===== src/rtl/calc_memoria_banco.sv =====
// Multi-slot memory bank for the calculator: a command key (save, recall, M+, clear)
// followed by a slot digit stores, returns or accumulates the display value.
module calc_memoria_banco #(
   parameter int         WIDTH      = 16,
   parameter int         SLOTS      = 4,
   parameter int         TIMEOUT    = 1000,
   parameter logic [3:0] COD_SALVAR = 4'b1111,
   parameter logic [3:0] COD_PEGAR0 = 4'b1110,
   parameter logic [3:0] COD_PEGAR1 = 4'b1010,
   parameter logic [3:0] COD_SOMAR  = 4'b1101,
   parameter logic [3:0] COD_LIMPAR = 4'b1100
) (
   input  logic             clk,
   input  logic             rst,
   input  logic             enable,
   input  logic [3:0]       Escolha,
   input  logic [WIDTH-1:0] valor,
   output logic [WIDTH-1:0] dado_out,
   output logic             Salvar,
   output logic             Pegar,
   output logic             aguardando,
   output logic [SLOTS-1:0] ocupados,
   output logic             ovf
);

   localparam int             CW     = (TIMEOUT > 2) ? $clog2(TIMEOUT) : 1;
   localparam int             IW     = (SLOTS > 1) ? $clog2(SLOTS) : 1;
   localparam logic [4:0]     NSLOTS = 5'(SLOTS);
   localparam logic [CW-1:0]  LIMITE = CW'(TIMEOUT - 2);

   typedef enum logic [1:0] {
      OCIOSO,
      ESP_SALVAR,
      ESP_PEGAR,
      ESP_SOMAR
   } estado_t;

   estado_t          estado;
   estado_t          prox;
   logic [WIDTH-1:0] mem [SLOTS];
   logic [CW-1:0]    cnt;
   logic [IW-1:0]    idx;
   logic             digito_ok;
   logic             limpar;
   logic [WIDTH:0]   soma;

   assign idx        = Escolha[IW-1:0];
   assign digito_ok  = enable && ({1'b0, Escolha} < NSLOTS);
   assign limpar     = (estado == OCIOSO) && enable && (Escolha == COD_LIMPAR);
   assign soma       = {1'b0, mem[idx]} + {1'b0, valor};
   assign aguardando = (estado != OCIOSO);

   always_ff @(posedge clk or posedge rst) begin
      if (rst) estado <= OCIOSO;
      else     estado <= prox;
   end

   // Any key while waiting ends the command; the counter bound gives up on a missing digit.
   always_comb begin
      prox = estado;
      case (estado)
         OCIOSO: begin
            if (enable) begin
               case (Escolha)
                  COD_SALVAR:             prox = ESP_SALVAR;
                  COD_PEGAR0, COD_PEGAR1: prox = ESP_PEGAR;
                  COD_SOMAR:              prox = ESP_SOMAR;
                  default:                prox = OCIOSO;
               endcase
            end
         end
         default: begin
            if (enable || (cnt == LIMITE)) prox = OCIOSO;
         end
      endcase
   end

   always_ff @(posedge clk or posedge rst) begin
      if (rst)                  cnt <= '0;
      else if (estado == OCIOSO) cnt <= '0;
      else if (!enable)         cnt <= cnt + 1'b1;
   end

   always_ff @(posedge clk or posedge rst) begin
      if (rst) begin
         dado_out <= '0;
         Salvar   <= 1'b0;
         Pegar    <= 1'b0;
         ocupados <= '0;
         ovf      <= 1'b0;
         for (int i = 0; i < SLOTS; i++) mem[i] <= '0;
      end else begin
         Salvar <= 1'b0;
         Pegar  <= 1'b0;
         if (limpar) begin
            ocupados <= '0;
            ovf      <= 1'b0;
            for (int i = 0; i < SLOTS; i++) mem[i] <= '0;
         end else if (digito_ok) begin
            case (estado)
               ESP_SALVAR: begin
                  mem[idx]      <= valor;
                  ocupados[idx] <= 1'b1;
                  Salvar        <= 1'b1;
               end
               ESP_PEGAR: begin
                  dado_out <= mem[idx];
                  Pegar    <= 1'b1;
               end
               ESP_SOMAR: begin
                  mem[idx]      <= soma[WIDTH-1:0];
                  ocupados[idx] <= 1'b1;
                  ovf           <= ovf | soma[WIDTH];
                  Salvar        <= 1'b1;
               end
               default: ;
            endcase
         end
      end
   end

endmodule


===== config.mk =====
export PLATFORM = sky130hd
export DESIGN_NAME = calc_memoria_banco
export DESIGN_NICKNAME = d
export VERILOG_FILES = /design/src/rtl/calc_memoria_banco.sv
export SDC_FILE = /design/constraint.sdc
export NUM_CORES = 1
export LEC_CHECK = 0
export ABC_AREA = 1
export CAP_MARGIN = 20
export CORE_MARGIN = 1
export CORE_UTILIZATION = 30
export CTS_CLUSTER_DIAMETER = 150
export DETAILED_ROUTE_END_ITERATION = 7
export GPL_TIMING_DRIVEN = 0
export PLACE_DENSITY = 0.56
export SLEW_MARGIN = 20
export SYNTH_ARGS = -nofsm -noshare
export SYNTH_HDL_FRONTEND = slang
export SYNTH_SLANG_ARGS = --single-unit

===== constraint.sdc =====
create_clock -name clk -period 4 [get_ports clk]
set_input_delay 1 -clock clk [delete_from_list [all_inputs] [get_ports clk]]
set_output_delay 1 -clock clk [all_outputs]
set_load 0.03 [all_outputs]

**Yosys cells after proc, flatten, opt, wreduce, memory -nomap -nowiden**

Cells that the tools add are included.

- Order comparisons: 5
- Equal/unequal tests: 11
- Reductions and logical operators: 20
- $add $sub $neg: 2
- Multiplexer cells: 30
- Bitwise operators: 4

Operators with widths:

| cell | count |
|---|---|
| $bwmux W64 | 2 |
| $mux W64 | 2 |
| $pmux W64 S2 | 1 |
| $mux W16 | 3 |
| $bmux W16 S2 | 1 |
| $demux W16 S2 | 1 |
| $eq A4 B4 Y1 const B | 5 |
| $mux W10 | 2 |
| $add A16 B16 Y17 | 1 |
| $mux W4 | 3 |
| $add A10 B1 Y10 const B | 1 |
| $eq A10 B10 Y1 const B | 1 |
| $mux W1 | 10 |
| $reduce_bool A2 Y1 | 5 |
| $reduce_and A2 Y1 | 4 |
| $mux W2 | 3 |
| $pmux W2 S3 | 1 |
| $logic_and A1 B1 Y1 | 5 |
| $eq A2 B2 Y1 const B | 2 |
| $lt A4 B3 Y1 const B | 1 |
| $or A4 B4 Y4 | 1 |
| $reduce_or A2 Y1 | 2 |
| $ge A3 B3 Y1 const B | 1 |
| $lt A2 B3 Y1 const B | 1 |
| 13 further kinds | 13 |

- Logic and storage cells: 83
- Input port bits: 23
- Output and inout bits: 24
- Bits in registers: 99

**Logic depth before layout (Yosys ltp)**

Gate-level depths: netlist (run 1).

- Depth in word-level cells: 9
- Depth in mapped cells: 17
- Depth with buffers taken out: 16

**Worst setup path before layout (run 1)**

No wires, ideal clock.

- Path type: input -> register
- Start point: in Escolha[1]
- End point: reg mem[12] (netlist bit)
- Setup time: 0.117 ns
- Required time: 3.883 ns
- Cell stages on the path: 16
- Arrival: 3.039 ns
- Path buffers: 2
- Path slack: 0.844 ns
- Cells stage by stage: buf_2 nor2_4 buf_2 a22oi_1 o221ai_1 ha_1 fa_1 nand2_1 nand2_1 and2_1 nand3_1 nand3_1 nand2_1 nand3_1 nand2_1 nand2_1

- Word-level cells in the longest chain between the ends: 9
- Elaborated cells between the ends (all ways): 22
- Those cells by class: 1 x add/sub; 3 x order compare; 1 x eq/ne; 10 x mux; 1 x bitwise; 6 x reduce/logical

Ends and longest elaborated chain:

| element | RTL line | source |
|---|---|---|
| from (decl) | 16 | `input logic [3:0] Escolha,` |
| $not A2 Y3 (not written as such) | 50, 102, 111 |  |
| $bmux W16 S2 (tied with other cells) | 50 | `assign soma = {1'b0, mem[idx]} + {1'b0, valor};` |
| $mux W16 (not written as such) / $logic_and A1 B1 Y1 (equally long branches) | 50, 102, 111 |  |
| $mux W16, on equally long branches | 50, 102, 111 |  |
| $add A16 B16 Y17 / $demux W16 S2 (equally long branches) | 50, 102, 111 |  |
| $bwmux W64, on equally long branches | 111, 102 |  |
| $pmux W64 S2 | 100 | `case (estado)` |
| $mux W64 | 99 | `end else if (digito_ok) begin` |
| $mux W64 | 95 | `if (limpar) begin` |
| to (signal, indexed assignment) | 102 | `mem[idx] <= valor;` |
| to (signal, indexed assignment) | 111 | `mem[idx] <= soma[WIDTH-1:0];` |
| to (decl) | 40 | `logic [WIDTH-1:0] mem [SLOTS];` |

Several ways; a longest one is shown, not always the timed one. The select of a mux whose other input is x is not followed.
A chain may end at the register's enable or synchronous reset.

**Worst setup path in the final report (run 1)**

- Start point: in Escolha[0]
- End point: reg mem[26] (netlist bit)

Same word-level chain as after synthesis.

==> flow_metrics.env, run 1 <==
export IMPL_remaining_drc_errors=0
export IMPL_drt_pass1_iterations=5
export IMPL_synth_seq_cells=99
export IMPL_swShare=0.297
export IMPL_drtAntennaViolNets=0
export IMPL_clock_skew_final_ns=0.00638
export IMPL_ys_seq_area_frac=0.448
export IMPL_clkPwrFrac=0.352
export IMPL_crit_required_ns=4.25
export IMPL_gp_congestion=0.930
export IMPL_reg2reg_depth=14
export IMPL_pwr_share_seq=0.435
export IMPL_path_class="in -> reg"
export IMPL_fin_area_mm2=0.00661
export IMPL_r2r_end="mem[26]"
export IMPL_gr_usage_all_layers=0.185
export IMPL_die_w_um=138
export IMPL_syn_nets=787
export IMPL_p_total_mw=2.64
export IMPL_initialDrtViolationCount=287
export IMPL_cp_arrival_ns=4.05
export IMPL_endpoint="mem[26]"
export IMPL_critPathSlowestCell="clkdlybuf4s50_1"
export IMPL_tightest_slew_ns=0.787
export IMPL_synth_area_per_cell_um2=7.42
export IMPL_hold_viol=0
export IMPL_cap_violations=0
export IMPL_power_switching_mw=0.784
export IMPL_cp_startpoint="Escolha[0]"
export IMPL_wl_mm=16.4
export IMPL_num_antenna_cells=0
export IMPL_end_kind="flip-flop"
export IMPL_htreeDepth=3
export IMPL_finalSetupViolations=0
export IMPL_relSlewSlack=0.473
export IMPL_start_util=0.307
export IMPL_fmax_ghz=0.263
export IMPL_slew_violations=0
export IMPL_grt_pass1_vias=4718
export IMPL_dpl_hpwl_mm=11.9
export IMPL_row_count=49
export IMPL_fin_cells=1036
export IMPL_hold_buffers=0
export IMPL_clock_path_buffers=2
export IMPL_cts_tree="done"
export IMPL_worst_skew_pair_late_latency_ns=0.36
export IMPL_synth_area_mm2=0.00553
export IMPL_tritoncts_num_buffers=9
export IMPL_tns_ns=0
export IMPL_die_h_um=138
export IMPL_worst_path_max_fanout=10
export IMPL_drive_above_1_share=0.0756
export IMPL_cts_root_buf="clkbuf_16"
export IMPL_antenna_found_initial=0
export IMPL_post_dp_cell_area_mm2=0.00630
export IMPL_r2r_slack_ns=1.53
export IMPL_vias_per_cell=4.81
export IMPL_cts_resized=0
export IMPL_grt_pass1_wl_mm=25.8
export IMPL_core_mm2=0.0180
export IMPL_critPathLaunchType="primary input"
export IMPL_nets=844
export IMPL_leakage_nw=3.46
export IMPL_dieArea_mm2=0.0190
export IMPL_synth_cells=745
export IMPL_cts_sinks=99
export IMPL_port_buffers=45
export IMPL_r2r_start="mem[48]"
export IMPL_yosysWarnings=0
export IMPL_fillers=1936
export IMPL_p_per_area_mw_per_mm2=400
export IMPL_multi_input_area_mm2=0.00263
export IMPL_path_clk_slew_ns=0.06
export IMPL_io_pins=47
export IMPL_overflow=0
export IMPL_hold_worst_slack_ns=0.477
export IMPL_combPwrFrac=0.213
export IMPL_area_growth_pct=19.5
export IMPL_vias=4982
export IMPL_rsz0062_at_grt="false"
export IMPL_routedWlPerCell_um=15.8
export IMPL_hp_class="reg -> reg"
export IMPL_slowest_delay_ns=0.66
export IMPL_synth_distinct_cells=32
export IMPL_register_area_mm2=0.00248
export IMPL_max_vdd_ir_drop_v=0.000282
export IMPL_final_min_clock_period_ns=3.81
export IMPL_fin_crit_sh=0.952
export IMPL_p_int_mw=1.86
export IMPL_grt_max_degree=53
export IMPL_crit_path_cell_trace="clkdlybuf4s50_1 > inv_2 > nor2_4 > buf_2 > a22oi_1 > o221ai_1 > ha_1 > or2_2 > nand3_1 > nand2_1 > nand2_1 > nand2_1 > nand2_1 > nand3_1 > nand2_1 > nand2_1"
export IMPL_outcome="complete, no violations"
export IMPL_post_cts_setup_buffer_count=0
export IMPL_crit_path_frequent_cell="nand2_1"
export IMPL_dp_cells=1020
[worst max-delay path, delay by kind of cell]
| kind | cells | cell delay, ns |
|---|---|---|
| and+or+nand+nor | 10 | 1.35 |
| AOI/OAI and AO/OA | 2 | 0.25 |
| buffers and inverters | 3 | 1.12 |
| adders and majority gates | 1 | 0.32 |
[cell type report]
| class | instances | share of cell area |
|---|---|---|
| Tap cell | 229 | 0.0433 |
| Timing Repair Buffer | 46 | 0.0723 |
| Clock buffer | 11 | 0.0352 |
| Sequential cell | 99 | 0.375 |
| Inverter | 91 | 0.0524 |
| Buffer | 17 | 0.0121 |
| Clock inverter | 5 | 0.0117 |
| Multi-Input combinational cell | 538 | 0.398 |
[routing by layer]
metal,up-vias,wire length (um),track usage
met5,-,0,0
met4,0,259,0.0562
met3,23,1010,0.0445
met2,142,7120,0.283
met1,2311,8000,0.257
li1,2506,-,-
[logic make-up after synthesis]
family / Yosys count / share of synthesized area
compound gates: 78 / 0.0869
fa+ha+maj: 19 / 0.0443
buf+inv: 108 / 0.0762
flops: 99 / 0.448
mux: 10 / 0.0204
simple gates: 431 / 0.324
[per-stage QoR]
stage                     utilization  setup slack [ns]
after global routing            0.367            0.0140
after CTS                       0.367             0.216
final                           0.367             0.191
after floorplan                     -             0.410
after detailed placement        0.350            -0.183
after global placement          0.348             -1.36
[registers in the layout, summed over array words and instances (netlist names)]
register and flops:
mem 64, dado_out 16, cnt 10, ocupados 4, estado 2, Pegar 1, Salvar 1, ovf 1
[worst min path at each step]
stage,to,cells past startpoint,start,slack (ns)
floorplan,mem[6],2,mem[6],0.45
global placement,ocupados[0],2,ocupados[0],0.46
detailed placement,mem[29],2,mem[29],0.47
CTS,ocupados[3],2,ocupados[3],0.48
global route,mem[60],2,mem[60],0.49
finish,ocupados[3],2,ocupados[3],0.48
[power groups by stage]
stage                     sequential, mW  clock, mW  combinational, mW
after floorplan                     1.23          0              0.301
after global placement              1.17          0              0.554
after detailed placement            1.17          0              0.561
after CTS                           1.15      0.952              0.564
after global routing                1.16      0.986              0.628
final                               1.15      0.929              0.564
[synthesized netlist by cell type (all sizes together)]
master / count / area (um^2)
clkbuf: 5 / 18.8
mux2: 10 / 113
nand4: 4 / 25.0
a22oi: 16 / 120
a21oi: 17 / 85.1
nand3: 71 / 355
nor4: 1 / 6.26
and2: 2 / 12.5
clkinv: 1 / 3.75
buf: 12 / 61.3
nor2: 67 / 277
inv: 90 / 338
or2: 7 / 43.8
nor3: 10 / 55.1
fa: 1 / 20.0
o221ai: 6 / 52.6
o22ai: 6 / 37.5
dfrtp: 99 / 2480
o21bai: 1 / 7.51
nand2: 269 / 1020
a22o: 3 / 26.3
a32oi: 1 / 8.76
o21ai: 27 / 135
ha: 18 / 225
a211oi: 1 / 7.51
[layout by cell type, fill, tap and decap left out, drive strengths merged, types with 7 or more instances in the layout]
| master | count |
|---|---|
| o21ai | 27 |
| dfrtp | 99 |
| mux2 | 10 |
| nand2 | 269 |
| clkbuf | 16 |
| nor3 | 10 |
| clkdlybuf4s50 | 45 |
| or2 | 7 |
| nand3 | 71 |
| ha | 18 |
| a22oi | 16 |
| buf | 13 |
| inv | 90 |
| a21oi | 17 |
| nor2 | 67 |
Note: power is estimated with default switching activity, not from simulation.
==> run 2, diff against run 1 <==
Settings changed: CORE_ASPECT_RATIO set to 1.5.
==> run 2 against run 1 <==
Design area about the same. Sequential share of layout area hardly changed. Via count fell by 0.48%. Non-clock buffer count is the same. Critical path depth is the same. Die area hardly changed. Flip-flop and latch count stayed put. Critical endpoint is now mem[44]. Largest cell class unchanged.
==> flow_metrics.env, run 2 (synthesis results as in run 1) <==
export IMPL_fin_area_mm2=0.00661
export IMPL_grt_busiest_layer="met2"
export IMPL_gr_usage_all_layers=0.183
export IMPL_cts_sinks=99
export IMPL_p_total_mw=2.65
export IMPL_die_w_um=113
export IMPL_use_met2=0.337
export IMPL_grt_met1_usage=0.197
export IMPL_outcome="complete, no violations"
export IMPL_hold_worst_slack_ns=0.470
export IMPL_io_pins=47
export IMPL_grt_pass1_wl_mm=26.3
export IMPL_hold_buffers=0
export IMPL_clock_path_buffers=2
export IMPL_grt_max_degree=57
export IMPL_die_h_um=168
export IMPL_pwr_share_seq=0.434
export IMPL_regMostFlops="mem"
export IMPL_combPwrFrac=0.213
export IMPL_rsz0062_at_grt="false"
export IMPL_end_kind="flip-flop"
export IMPL_path_class="in -> reg"
export IMPL_num_antenna_cells=0
export IMPL_worst_path_max_fanout=10
export IMPL_dieArea_mm2=0.0190
export IMPL_nets=844
export IMPL_r2r_slack_ns=1.36
export IMPL_mostFrequentLayoutCell="nand2_1"
export IMPL_post_dp_cell_area_mm2=0.00629
export IMPL_largest_register_ffs=64
export IMPL_gp_congestion=0.836
export IMPL_cp_arrival_ns=3.81
export IMPL_p_per_area_mw_per_mm2=401
export IMPL_layout_setup_ws_ns=0.430
export IMPL_antenna_found_initial=0
export IMPL_max_vdd_ir_drop_v=0.000167
export IMPL_clock_skew_final_ns=0.00921
export IMPL_tns_ns=0
export IMPL_dpl_hpwl_mm=12.4
export IMPL_fin_crit_sh=0.892
export IMPL_row_count=60
export IMPL_wl_mm=16.5
export IMPL_drt_pass1_iterations=4
export IMPL_htreeDepth=3
export IMPL_swShare=0.301
export IMPL_vias_per_cell=4.84
export IMPL_path_clk_slew_ns=0.07
export IMPL_drive_above_1_share=0.0781
export IMPL_clkPwrFrac=0.352
export IMPL_endpoint="mem[44]"
export IMPL_critPathSlowestCell="fa_1"
export IMPL_crit_path_frequent_cell="nand2_1"
export IMPL_cts_root_buf="clkbuf_16"
export IMPL_layout_common_cells="nand2_1 (265), dfrtp_1 (99), inv_1 (81)"
export IMPL_finalSetupViolations=0
export IMPL_tritoncts_num_buffers=9
export IMPL_post_cts_setup_buffer_count=0
export IMPL_cap_violations=0
export IMPL_tightest_slew_ns=0.685
export IMPL_routedWlPerCell_um=16.1
export IMPL_r2r_end="mem[44]"
export IMPL_fmax_ghz=0.280
export IMPL_final_min_clock_period_ns=3.57
export IMPL_grt_pass1_vias=4971
export IMPL_core_mm2=0.0180
export IMPL_reg_largest_list="mem: 64 flops, dado_out: 16 flops, cnt: 10 flops"
export IMPL_cp_startpoint="Escolha[0]"
export IMPL_drtAntennaViolNets=0
export IMPL_slowest_delay_ns=0.40
export IMPL_p_int_mw=1.85
export IMPL_power_switching_mw=0.798
export IMPL_cts_tree="done"
export IMPL_reg2reg_depth=13
export IMPL_port_buffers=45
export IMPL_start_util=0.307
export IMPL_hp_class="reg -> reg"
export IMPL_crit_path_cell_trace="dlymetal6s2s_1 > nor2_4 > buf_2 > a22oi_1 > o221ai_1 > ha_1 > fa_1 > nand2_1 > nand2_1 > and2_1 > nand3_1 > nand3_1 > nand2_1 > nand3_1 > nand2_1 > nand2_1"
export IMPL_r2r_start="mem[48]"
export IMPL_slew_violations=0
export IMPL_remaining_drc_errors=0
export IMPL_met3_usage=0.0187
export IMPL_critPathLaunchType="primary input"
export IMPL_area_growth_pct=19.6
export IMPL_relSlewSlack=0.541
export IMPL_hold_viol=0
export IMPL_overflow=0
export IMPL_vias=4958
export IMPL_crit_required_ns=4.24
export IMPL_pre_cts_slack_ns=-0.278
export IMPL_worst_skew_pair_late_latency_ns=0.35
export IMPL_leakage_nw=3.48
export IMPL_initialDrtViolationCount=231
-- run 2: worst min-delay path by stage --
stage          cells after the start  slack, ns           to        start
6_report                           2       0.47  ocupados[1]  ocupados[1]
5_1_grt                            2       0.49  ocupados[2]  ocupados[2]
4_1_cts                            2       0.48  ocupados[1]  ocupados[1]
3_5_place_dp                       2       0.46  ocupados[1]  ocupados[1]
3_3_place_gp                       2       0.46  ocupados[3]  ocupados[3]
2_1_floorplan                      2       0.45       mem[6]       mem[6]
-- run 2: worst max-delay path, delay by kind of cell --
| family | cells | cell delay (ns) |
|---|---|---|
| compound gates | 2 | 0.46 |
| fa+ha+maj | 2 | 0.72 |
| buf+inv | 2 | 0.50 |
| simple gates | 10 | 1.13 |
-- run 2: power by group through the flow --
stage / Combinational, mW / Clock [mW] / Sequential, mW
final: 0.566 / 0.934 / 1.15
after floorplan: 0.301 / 0 / 1.23
after detailed placement: 0.568 / 0 / 1.17
after global routing: 0.632 / 0.999 / 1.16
after CTS: 0.570 / 0.954 / 1.15
after global placement: 0.560 / 0 / 1.17
-- run 2: layout make-up --
cell class	count	area [um^2]
Buffer	17	82.6
Multi-Input combinational cell	538	2630
Fill cell	1937	11400
Clock buffer	12	267
Clock inverter	4	56.3
Sequential cell	99	2480
Inverter	91	347
Tap cell	217	272
Timing Repair Buffer	46	480
-- run 2: timing repair --
item,in CTS,in global routing
endpoints found under the setup margin,0,31
resized for setup,0,3
hold endpoints to repair,0,0
-- run 2: through the flow --
step / std cells / util
2_1_floorplan: 745 / -
3_3_place_gp: 1007 / 0.347
3_5_place_dp: 1008 / 0.349
4_1_cts: 1024 / 0.367
5_1_grt: 1024 / 0.367
6_report: 1024 / 0.367
-- run 2: metal layers --
layer	up-vias	share of wire
li1	2509	-
met1	2285	0.39
met2	116	0.52
met3	48	0.032
met4	0	0.058
met5	-	0
